==> config.mk <==
export PLATFORM = sky130hd
export DESIGN_NAME = mem_port_arbiter
export DESIGN_NICKNAME = d
export VERILOG_FILES = /design/src/rtl/mem_arb_pkg.sv /design/src/rtl/arb_pick.sv /design/src/rtl/mem_port_arbiter.sv
export SDC_FILE = /design/constraint.sdc
export NUM_CORES = 1
export LEC_CHECK = 0
export ABC_AREA = 1
export CORE_ASPECT_RATIO = 1.75
export CORE_UTILIZATION = 30
export DETAILED_ROUTE_END_ITERATION = 8
export PLACE_DENSITY = 0.79
export SYNTH_ARGS = -nofsm -noshare
export SYNTH_HDL_FRONTEND = slang
export SYNTH_HIERARCHICAL = 1
export SYNTH_SLANG_ARGS = --single-unit
==> constraint.sdc <==
create_clock -name clk -period 4.2 [get_ports clk]
set_input_delay 0.84 -clock clk [delete_from_list [all_inputs] [get_ports clk]]
set_output_delay 0.84 -clock clk [all_outputs]
set_load 0.03 [all_outputs]
==> src/rtl/mem_arb_pkg.sv <==
// Shared types and default widths for the I/D memory port arbiter.
package mem_arb_pkg;

  localparam int unsigned DefAddrSize = 32;
  localparam int unsigned DefDataSize = 32;

  typedef enum logic [1:0] {
    IDLE,
    REQ,
    WAIT
  } arb_state_t;

  typedef enum logic {
    OWN_I = 1'b0,
    OWN_D = 1'b1
  } owner_t;

endpackage

==> src/rtl/arb_pick.sv <==
// Two-way requester picker. MEM_ARB_RR_EN selects round-robin between I and D;
// otherwise D has fixed priority over I.
module arb_pick
  import mem_arb_pkg::*;
(
  input  logic   i_req,
  input  logic   d_req,
  input  owner_t last_grant,
  output owner_t winner
);

`ifdef MEM_ARB_RR_EN
  always_comb begin
    winner = OWN_I;
    if (i_req && d_req) begin
      // On contention, favour whoever did not win last time.
      winner = (last_grant == OWN_D) ? OWN_I : OWN_D;
    end else if (d_req) begin
      winner = OWN_D;
    end
  end
`else
  logic unused_pick_inputs;
  assign unused_pick_inputs = i_req ^ last_grant;

  always_comb begin
    winner = OWN_I;
    if (d_req) begin
      winner = OWN_D;
    end
  end
`endif

endmodule

==> src/rtl/mem_port_arbiter.sv <==
// Shares one req/rdy/valid memory port between fetch (I) and LSU (D), one transaction
// at a time. Define MEM_ARB_RR_EN for round-robin arbitration instead of D > I.
module mem_port_arbiter
  import mem_arb_pkg::*;
#(
  parameter int unsigned addressSize = DefAddrSize,
  parameter int unsigned dataSize    = DefDataSize
) (
  input  logic                   clk,
  input  logic                   rst,
  input  logic                   i_req,
  input  logic [addressSize-1:0] i_addr,
  output logic                   i_rdy,
  output logic                   i_valid,
  output logic [dataSize-1:0]    i_rdata,
  input  logic                   d_req,
  input  logic                   d_we,
  input  logic [addressSize-1:0] d_addr,
  input  logic [dataSize-1:0]    d_wdata,
  output logic                   d_rdy,
  output logic                   d_valid,
  output logic [dataSize-1:0]    d_rdata,
  output logic                   proc_req,
  output logic                   we,
  output logic [addressSize-1:0] addr,
  output logic [dataSize-1:0]    wdata,
  input  logic                   mem_rdy,
  input  logic                   valid,
  input  logic [dataSize-1:0]    rdata,
  output logic                   busy,
  output logic                   owner
);

  arb_state_t             state_q, state_d;
  owner_t                 owner_q, owner_d;
  logic [addressSize-1:0] addr_q, addr_d;
  logic [dataSize-1:0]    wdata_q, wdata_d;
  logic                   we_q, we_d;
  owner_t                 winner;

  // owner_q always holds the last granted requester, so it doubles as last-grant state.
  arb_pick u_arb_pick (
    .i_req      (i_req),
    .d_req      (d_req),
    .last_grant (owner_q),
    .winner     (winner)
  );

  always_comb begin
    state_d = state_q;
    owner_d = owner_q;
    addr_d  = addr_q;
    we_d    = we_q;
    wdata_d = wdata_q;
    case (state_q)
      IDLE: begin
        if (i_req || d_req) begin
          state_d = REQ;
          owner_d = winner;
          if (winner == OWN_D) begin
            addr_d  = d_addr;
            we_d    = d_we;
            wdata_d = d_wdata;
          end else begin
            addr_d  = i_addr;
            we_d    = 1'b0;
            wdata_d = '0;
          end
        end
      end
      REQ: begin
        if (mem_rdy) begin
          state_d = valid ? IDLE : WAIT;
        end
      end
      WAIT: begin
        if (valid) begin
          state_d = IDLE;
        end
      end
      default: state_d = IDLE;
    endcase
  end

  always_ff @(posedge clk or posedge rst) begin
    if (rst) begin
      state_q <= IDLE;
      owner_q <= OWN_I;
      addr_q  <= '0;
      we_q    <= 1'b0;
      wdata_q <= '0;
    end else begin
      state_q <= state_d;
      owner_q <= owner_d;
      addr_q  <= addr_d;
      we_q    <= we_d;
      wdata_q <= wdata_d;
    end
  end

  logic in_req, accept, resp;

  always_comb begin
    in_req = (state_q == REQ);
    accept = in_req && mem_rdy;
    // A response counts only in WAIT, or in REQ together with the accept.
    resp   = valid && (accept || (state_q == WAIT));
  end

  assign proc_req = in_req;
  assign we       = we_q && in_req;
  assign addr     = addr_q;
  assign wdata    = wdata_q;
  assign busy     = (state_q != IDLE);
  assign owner    = owner_q;

  assign i_rdy   = accept && (owner_q == OWN_I);
  assign d_rdy   = accept && (owner_q == OWN_D);
  assign i_valid = resp && (owner_q == OWN_I);
  assign d_valid = resp && (owner_q == OWN_D);
  assign i_rdata = i_valid ? rdata : '0;
  assign d_rdata = d_valid ? rdata : '0;

endmodule
==> flow_summary.ini <==
[run_status]
status = complete, no violations

[final_layout]
multi_input_area_mm2 = 0.00128
diodes = 0
final_core_util_pct = 58.3
fillers = 1011
ff_latch_area_mm2 = 0.00170
final_common_cell = clkdlybuf4s50_1
areaGrowthSynthToFinish_pct = 89.1
fin_area_mm2 = 0.00647
final_cell_mix = clkdlybuf4s50_1, nand2_1, inv_1
drive_gt1_share_pct = 3.50
nets = 873
final_cells = 875

[floorplanning]
pin_count = 271
coreArea_mm2 = 0.0111
rows = 51
start_util_pct = 30.8
die-width_um = 82.8
fp.dieH_um = 143
dieArea_mm2 = 0.0119

[clock_tree]
cts_sinks = 68
cts_max_path_buffers = 2
cts_resized = 0
cts_tree = built
clkTransAtPathRegs_ns = 0.05
cts_buffers = 9
hold_buffers = 0
clock_latency_ns = 0.32
htreeDepth = 3
root_buffer = clkbuf_16
post_cts_buffers = 0

[grt]
grt_first_pass_wirelength_um = 18300
grt_start_max_net_pins = 60
overflow = 0
grt_pass1_vias = 3867
grt_util_all_layers_pct = 20.8
antenna_found_initial = 1

[yosys]
ys_ff_latch = 68
netlist_top_cells_area = dfrtp_1, nand2_1, inv_1, nor2_1, o21ai_0
synth_top_area_cell = dfrtp_1
seq_area_frac_synth_pct = 49.7
synthCells = 480
synth_top_area_share_pct = 49.7
yosysWarnings = 6
syn_area_per_cell_um2 = 7.13
syn_area_mm2 = 0.00342
synth_cell_types = 15
syn-num-nets = 615

[worst_setup_path]
critPathArrivalTime_ns = 2.79
path_max_fanout = 33
worstSetupEndpointType = output port
path_class = in -> out
ff2ff_path_depth = 5
worstPathRequired_ns = 3.36
cp-start-kind = input port
r2r_setup_slack_ns = 2.12

[timing]
clock.fmax_ghz = 0.275
tightestPinTransition_ns = 0.930
tns_ns = 0
hold_slack_ns = 0.475
clock_skew_ns = 0.00622
period_needed_ns = 3.63
hold_viol = 0
relSlewSlack_pct = 37.9
rsz0062_at_grt = false
setup_violations = 0
fin_crit_sh_pct = 86.4
setup_ws_ns = 0.570
slew_viol_final = 0

[placed_design]
place_hpwl_um = 9700
placed_area_mm2 = 0.00617
dp.cells = 859
place_ws_ns = 0.556
gp_congestion = 0.781
port_buffers = 270

[route]
first_iter_violations = 129
met2_wirelength_um = 6800
top_layer_used = met5
wl_met3_um = 1200
post_drt_wl_per_cell_um = 14.1
wl_um = 12400
dr.pass1.iters = 4
postRouteAntennaNets = 0
routed_via_density = 4.51
drc = 0
wl_met1_um = 4010
vias = 3950

[pwr]
finalPower_mw = 4.21
vdd.ir_drop.worst_mv = 0.379
powerDensity_mw_per_mm2 = 650
p_leak_nw = 3.22

[min_path]
whs_path_depth = 2
min_path_type = reg -> reg

[run]
drv_cap = 0
==> power breakdown <==
part / leakage, nW / internal, mW / switching (mW)
clock network: 0.149 / 0.490 / 0.266
registers: 0.867 / 0.967 / 0.180
logic: 2.20 / 0.906 / 1.40
total: 3.22 / 2.36 / 1.85
==> flip-flops by register name (all words and copies together), names as in the netlist <==
signal and flops:
addr 32, wdata 32, state_q 2, owner 1, we_q 1
==> cells in the mapped netlist <==
cell / n
a21oi_1: 33
buf_2: 20
buf_4: 1
buf_6: 4
clkbuf_1: 1
clkbuf_2: 2
dfrtp_1: 68
inv_1: 75
inv_2: 1
nand2_1: 168
nand3_1: 1
nand3_2: 2
nor2_1: 69
nor2_8: 1
o21ai_0: 34
==> worst max-delay path: stages <==
cell and delay (ns):
clkdlybuf4s50_1 0.48, nand3_1 0.14, nand2_1 0.15, nand3_2 0.08
buf_4 0.24, nor2_1 0.15, clkdlybuf4s50_1 0.69
==> per-layer routing <==
layer	track usage [%]	vias up
met3	5.71	29
met5	0	-
met1	18.3	1774
met2	41.3	212
li1	-	1933
met4	8.89	2
==> logic make-up (layout without fill, tap and decap cells) <==
family                 Yosys count  after routing  synth area share, %
AND/OR/NAND/NOR                241            241                 27.3
AO/OA/AOI/OAI                   67             67                 9.80
buffers and inverters          104            367                 13.2
flip-flops                      68             68                 49.7
==> final cells by class <==
cell class / count / share of cell area (%)
clock buffer: 12 / 3.96
clock inverter: 4 / 0.734
inverter: 76 / 4.41
multi-input combinational: 308 / 19.7
sequential: 68 / 26.3
tap: 132 / 2.55
timing repair buffer: 275 / 42.3
==> final timing paths <==
path,startpoint,endpoint
setup / recovery,mem_rdy,i_rdata[13]
hold / removal,wdata[19],wdata[19]
setup reg to reg,state_q[1],wdata[8]
hold reg to reg,wdata[19],wdata[19]
max in group asynchronous,rst,wdata[23]
min in group asynchronous,rst,addr[15]
No activity file was read; power rests on OpenSTA's default activity.
